### src/rtl/perf_counter_ctrl.sv
// Memory-mapped performance-counter controller for the MEM-stage data port.
// Claims accesses to WINDOW_BASE..16'hFFFF, runs a three-state read/write
// handshake, and owns five 16-bit saturating event counters with a global
// enable, a clear-all action and sticky overflow flags.
//
// Handshake: a request (mem_read or mem_write) is held by the pipeline until
// cpu_resp. The controller samples it in IDLE, performs it in ACCESS and
// pulses cpu_resp for exactly one cycle in RESP, with cpu_rdata valid in that
// same cycle. A request still high in the following IDLE cycle is a new access.
module perf_counter_ctrl #(
    parameter logic [15:0] WINDOW_BASE = 16'hFFF0
) (
    input  logic        clk,
    input  logic        reset_n,
    input  logic [15:0] mem_address,
    input  logic        mem_read,
    input  logic        mem_write,
    input  logic [15:0] mem_wdata,
    input  logic [1:0]  mem_byte_enable,
    input  logic        load_pc,
    input  logic        br_valid,
    input  logic        mispredict,
    output logic        sel_counter,
    output logic        cpu_resp,
    output logic [15:0] cpu_rdata,
    output logic [1:0]  dbg_state
);

    typedef enum logic [1:0] {
        ST_IDLE   = 2'd0,
        ST_ACCESS = 2'd1,
        ST_RESP   = 2'd2
    } state_t;

    // Counter order matches the OVF bit order in CTRL[15:11].
    localparam int NUM_CNT  = 5;
    localparam int CNT_CYC  = 0;
    localparam int CNT_INS  = 1;
    localparam int CNT_BR   = 2;
    localparam int CNT_MIS  = 3;
    localparam int CNT_STL  = 4;

    state_t      state_q, state_d;
    logic [2:0]  idx_q, idx_d;          // word index within the window
    logic        wr_q, wr_d;
    logic [6:0]  cwdata_q, cwdata_d;    // {wdata[15:11], wdata[1:0]}
    logic [1:0]  be_q, be_d;
    logic        resp_q, resp_d;
    logic [15:0] rdata_q, rdata_d;

    logic                          enable_q, enable_d;
    logic [NUM_CNT-1:0]            ovf_q, ovf_d;
    logic [NUM_CNT-1:0][15:0]      cnt_q, cnt_d;

    logic [NUM_CNT-1:0] event_vec;
    logic [NUM_CNT-1:0] clr_vec;
    logic [NUM_CNT-1:0] sat_hit;
    logic               access_wr;
    logic               ctrl_wr;
    logic               clear_all;
    logic [15:0]        reg_rdata;

    // Address bit 0 and the unused CTRL data bits have no function here.
    logic unused_bits;
    assign unused_bits = ^{mem_address[0], mem_wdata[10:2]};

    assign cpu_resp  = resp_q;
    assign cpu_rdata = rdata_q;
    assign dbg_state = state_q;

    // Claim decode, purely combinational so the read-data mux switches at once.
    always_comb begin
        sel_counter = (mem_read | mem_write) && (mem_address >= WINDOW_BASE);
    end

    // Event qualification, write decode and register read mux.
    always_comb begin
        event_vec          = '0;
        event_vec[CNT_CYC] = 1'b1;
        event_vec[CNT_INS] = load_pc;
        event_vec[CNT_BR]  = load_pc & br_valid;
        event_vec[CNT_MIS] = mispredict;
        event_vec[CNT_STL] = ~load_pc;
        event_vec          = event_vec & {NUM_CNT{enable_q}};

        access_wr = (state_q == ST_ACCESS) && wr_q;
        ctrl_wr   = access_wr && (idx_q == 3'd0);
        clear_all = ctrl_wr && be_q[0] && cwdata_q[1];

        clr_vec = '0;
        for (int i = 0; i < NUM_CNT; i++) begin
            clr_vec[i] = clear_all || (access_wr && (idx_q == 3'(i + 1)));
        end

        case (idx_q)
            3'd0:    reg_rdata = {ovf_q, 9'd0, 1'b0, enable_q};
            3'd1:    reg_rdata = cnt_q[CNT_CYC];
            3'd2:    reg_rdata = cnt_q[CNT_INS];
            3'd3:    reg_rdata = cnt_q[CNT_BR];
            3'd4:    reg_rdata = cnt_q[CNT_MIS];
            3'd5:    reg_rdata = cnt_q[CNT_STL];
            default: reg_rdata = 16'd0;
        endcase
    end

    // Counter bank next state: saturating increment, clears win over increments,
    // overflow set wins over a same-edge W1C.
    always_comb begin
        cnt_d    = cnt_q;
        sat_hit  = '0;
        enable_d = enable_q;
        ovf_d    = ovf_q;

        for (int i = 0; i < NUM_CNT; i++) begin
            if (event_vec[i]) begin
                if (cnt_q[i] == 16'hFFFF) begin
                    sat_hit[i] = 1'b1;
                end else begin
                    cnt_d[i] = cnt_q[i] + 16'd1;
                end
            end
            if (clr_vec[i]) begin
                cnt_d[i] = 16'd0;
            end
        end

        if (ctrl_wr && be_q[0]) begin
            enable_d = cwdata_q[0];
        end
        if (ctrl_wr && be_q[1]) begin
            ovf_d = ovf_d & ~cwdata_q[6:2];
        end
        ovf_d = ovf_d | sat_hit;
    end

    // Handshake FSM next state, request capture and response/read-data staging.
    always_comb begin
        state_d  = state_q;
        idx_d    = idx_q;
        wr_d     = wr_q;
        cwdata_d = cwdata_q;
        be_d     = be_q;
        resp_d   = 1'b0;
        rdata_d  = rdata_q;

        case (state_q)
            ST_IDLE: begin
                if (sel_counter) begin
                    idx_d    = mem_address[3:1];
                    wr_d     = mem_write;   // read+write together is a write
                    cwdata_d = {mem_wdata[15:11], mem_wdata[1:0]};
                    be_d     = mem_byte_enable;
                    state_d  = ST_ACCESS;
                end
            end
            ST_ACCESS: begin
                resp_d  = 1'b1;
                if (!wr_q) begin
                    rdata_d = reg_rdata;
                end
                state_d = ST_RESP;
            end
            ST_RESP: begin
                state_d = ST_IDLE;
            end
            default: begin
                state_d = ST_IDLE;
            end
        endcase
    end

    // FSM and handshake registers; reset aborts any access in flight.
    always_ff @(posedge clk or negedge reset_n) begin
        if (!reset_n) begin
            state_q  <= ST_IDLE;
            idx_q    <= 3'd0;
            wr_q     <= 1'b0;
            cwdata_q <= 7'd0;
            be_q     <= 2'd0;
            resp_q   <= 1'b0;
            rdata_q  <= 16'd0;
        end else begin
            state_q  <= state_d;
            idx_q    <= idx_d;
            wr_q     <= wr_d;
            cwdata_q <= cwdata_d;
            be_q     <= be_d;
            resp_q   <= resp_d;
            rdata_q  <= rdata_d;
        end
    end

    // Counter bank, enable and sticky overflow flags.
    always_ff @(posedge clk or negedge reset_n) begin
        if (!reset_n) begin
            cnt_q    <= '0;
            enable_q <= 1'b1;
            ovf_q    <= '0;
        end else begin
            cnt_q    <= cnt_d;
            enable_q <= enable_d;
            ovf_q    <= ovf_d;
        end
    end

endmodule

### config.mk
export PLATFORM = sky130hd
export DESIGN_NAME = perf_counter_ctrl
export DESIGN_NICKNAME = d
export VERILOG_FILES = /design/src/rtl/perf_counter_ctrl.sv
export SDC_FILE = /design/constraint.sdc
export NUM_CORES = 1
export LEC_CHECK = 0
export ABC_AREA = 1
export BUFFER_PORTS_ARGS = -buffer_cell sky130_fd_sc_hd__buf_2
export CORE_ASPECT_RATIO = 0.8
export CORE_MARGIN = 2
export CORE_UTILIZATION = 35
export DETAILED_ROUTE_END_ITERATION = 7
export PLACE_DENSITY_LB_ADDON = 0.3
export SETUP_SLACK_MARGIN = 0.02
export SLEW_MARGIN = 10
export SYNTH_ARGS = -nofsm -noshare
export SYNTH_HDL_FRONTEND = slang
export SYNTH_SLANG_ARGS = --single-unit
### constraint.sdc
create_clock -name clk -period 3.42 [get_ports clk]
set_input_delay 0.342 -clock clk [delete_from_list [all_inputs] [get_ports clk]]
set_output_delay 0.342 -clock clk [all_outputs]
set_load 0.01 [all_outputs]
==> out/metrics.cfg <==
[clock_tree]
clk_latency_ps=430
clk_pin_slew_worst_paths_ps=60
cts_hold_repair.buffers=1
cts_tree=built
htree_levels=4
clkSinkCount=118
cts_setup_buffers=0
root_buffer=clkbuf_16
post_cts_resized=0
numCtsBuffers=17
clock_path_buffers=2

[place]
gp_congestion=0.909
io_buffers=50
dp_hpwl_um=15500

[final_layout]
layout-drive-gt1-share_pct=11.3
fin_util_pct=41.2
final_nets=1172
area_growth_pct=15.6
final_common_cell=nand2_1
most-common-layout-cells=419 x nand2_1, 126 x nor2_1, 117 x dfrtp_1, 103 x nand3_1, 83 x inv_1

[route]
vias_per_cell=4.90
postRouteAntennaNets=0
via_count=6908
dr.pass1.iters=5
routed_wl_um=20600
drt_iter0_drc=542
drcViolationCount=0
wl_per_cell_um=14.6

[timing]
rsz0062_at_grt=no
slew_headroom_pct=49.6
finalSetupViolCount=0
tightest_slew_ps=756
hold_ws_ps=139
finClkSkew_ps=6.46
max_clock_freq_ghz=0.470
finalMaxSlewViolations=0
tns_ps=0
fin_crit_ps=2130
period_share_pct=62.2
final_hold_viol_count=0

[synth]
syn_inst=1074
synth_area_per_cell_um2=6.87
syn_nets=1120
async_reset_ff_share_pct=100
synth_edf_count=0
yosys-top-cells-area=dfrtp_1 40%, nand2_1 21%, nand3_1 7.0%
synth_top_area_cell=dfrtp_1
synth_top_area_share_pct=39.7
synth_area_um2=7380
yosys_warnings=0
ys_types=36
ys_ff_latch=118
synthFlopType=dfrtp_1
ys_seq_area_share_pct=40.0

[power]
p_leak_nw=4.22
power.total_mw=3.33
peakVddDrop_v=0.000250
power_density_nw_per_um2=390

[floorplan]
die_w_um=166
num_rows=47
core_um2=20700
initial_core_util_pct=35.7
dieArea_um2=22300
io_pins=61
die-height_um=134

[critical_path]
crit_type=flop to flop
crit_fanout=16
cp-start-kind=flop
end_kind=flop
reg2reg_slack_ps=1290
cp.arrival_ps=2440
required_ps=3740

[global_route]
antenna_found_initial=1
grt_max_degree=44
grt-ovfl-total=0
grt_pass1_vias=6324
grt_use_total_pct=19.4
grt_pass1_wl_um=34100

[hold_path]
hold_path.class=input pin to flop

[status]
status=completed

[job]
drv_cap=0

area by class of cell:
type / count / area [um2]
tap: 269 / 337
clock inverter: 12 / 151
antenna: 1 / 2.50
inverter: 94 / 353
timing repair buffer: 59 / 323
fill: 2166 / 12200
sequential: 118 / 2950
clock buffer: 20 / 467
multi-input combinational: 836 / 3940
routing by layer:
layer	GRT usage [%]	vias to the layer above	share of wire, %
met5	0	-	0
met4	4.74	0	1.0
met3	4.16	19	5.8
met2	28.8	152	43
met1	28.7	3211	50
li1	-	3526	-
metrics by stage:
| step | setup WS [ps] | std cells | area (um2) |
|---|---|---|---|
| floorplan | 1850 | 1074 | 7380 |
| global placement | 1350 | 1375 | 7900 |
| detailed placement | 1320 | 1375 | 7900 |
| CTS | 1310 | 1408 | 8530 |
| global route | 1130 | 1408 | 8530 |
| finish | 1290 | 1409 | 8530 |
worst paths after layout:
| kind | from | endpoint | cells after the start |
|---|---|---|---|
| max | cnt_q[48] | cnt_q[49] | 9 |
| min | mem_wdata[11] | cwdata_q[2] | 3 |
| max reg2reg | cnt_q[48] | cnt_q[49] | 9 |
| min reg2reg | cwdata_q[4] | cwdata_q[4] | 2 |
| max in group asynchronous | reset_n | enable_q | 3 |
| min in group asynchronous | reset_n | cnt_q[57] | 2 |
critical path, cell delays in order, from the launching register on:
cell and delay, ps:
dfrtp_1 420, ha_1 300, nand2_1 90, nor2_1 50, nand3_1 130, nor2_1 80, nor2_2 580, nor2_4 190
nand2_1 120, nand2_1 50
kinds of logic after synthesis:
| logic type | Yosys count | synth area share, % |
|---|---|---|
| AOI/OAI and AO/OA | 50 | 4.07 |
| xor gates and xnor gates | 35 | 4.15 |
| adders and majority gates | 5 | 0.848 |
| buffers and inverters | 120 | 6.63 |
| DFF | 118 | 40.0 |
| and+or+nand+nor | 746 | 44.3 |
flip-flops by register name, indices dropped and copies added (netlist names):
signal and cells:
dbg_state 2, ovf_q 5, cnt_q 80, cpu_rdata 16
be_q 2, idx_q 3, cwdata_q 7, wr_q 1
cpu_resp 1, enable_q 1
power breakdown:
group | switching [mW] | internal [mW]
sequential | 0.00158 | 1.40
combinational | 0.0384 | 0.0183
clock | 0.671 | 1.20
total | 0.711 | 2.62
cell usage after synthesis, drive strengths merged, types with 5 or more instances:
cell type	instances
nand2	426
nor2	139
dfrtp	117
nand3	105
inv	93
nand3b	33
xor2	32
nand4	25
buf	22
o21ai	21
nor3	11
o22ai	9
a21oi	5
ha	5
Note: power is estimated with default switching activity, not from simulation.
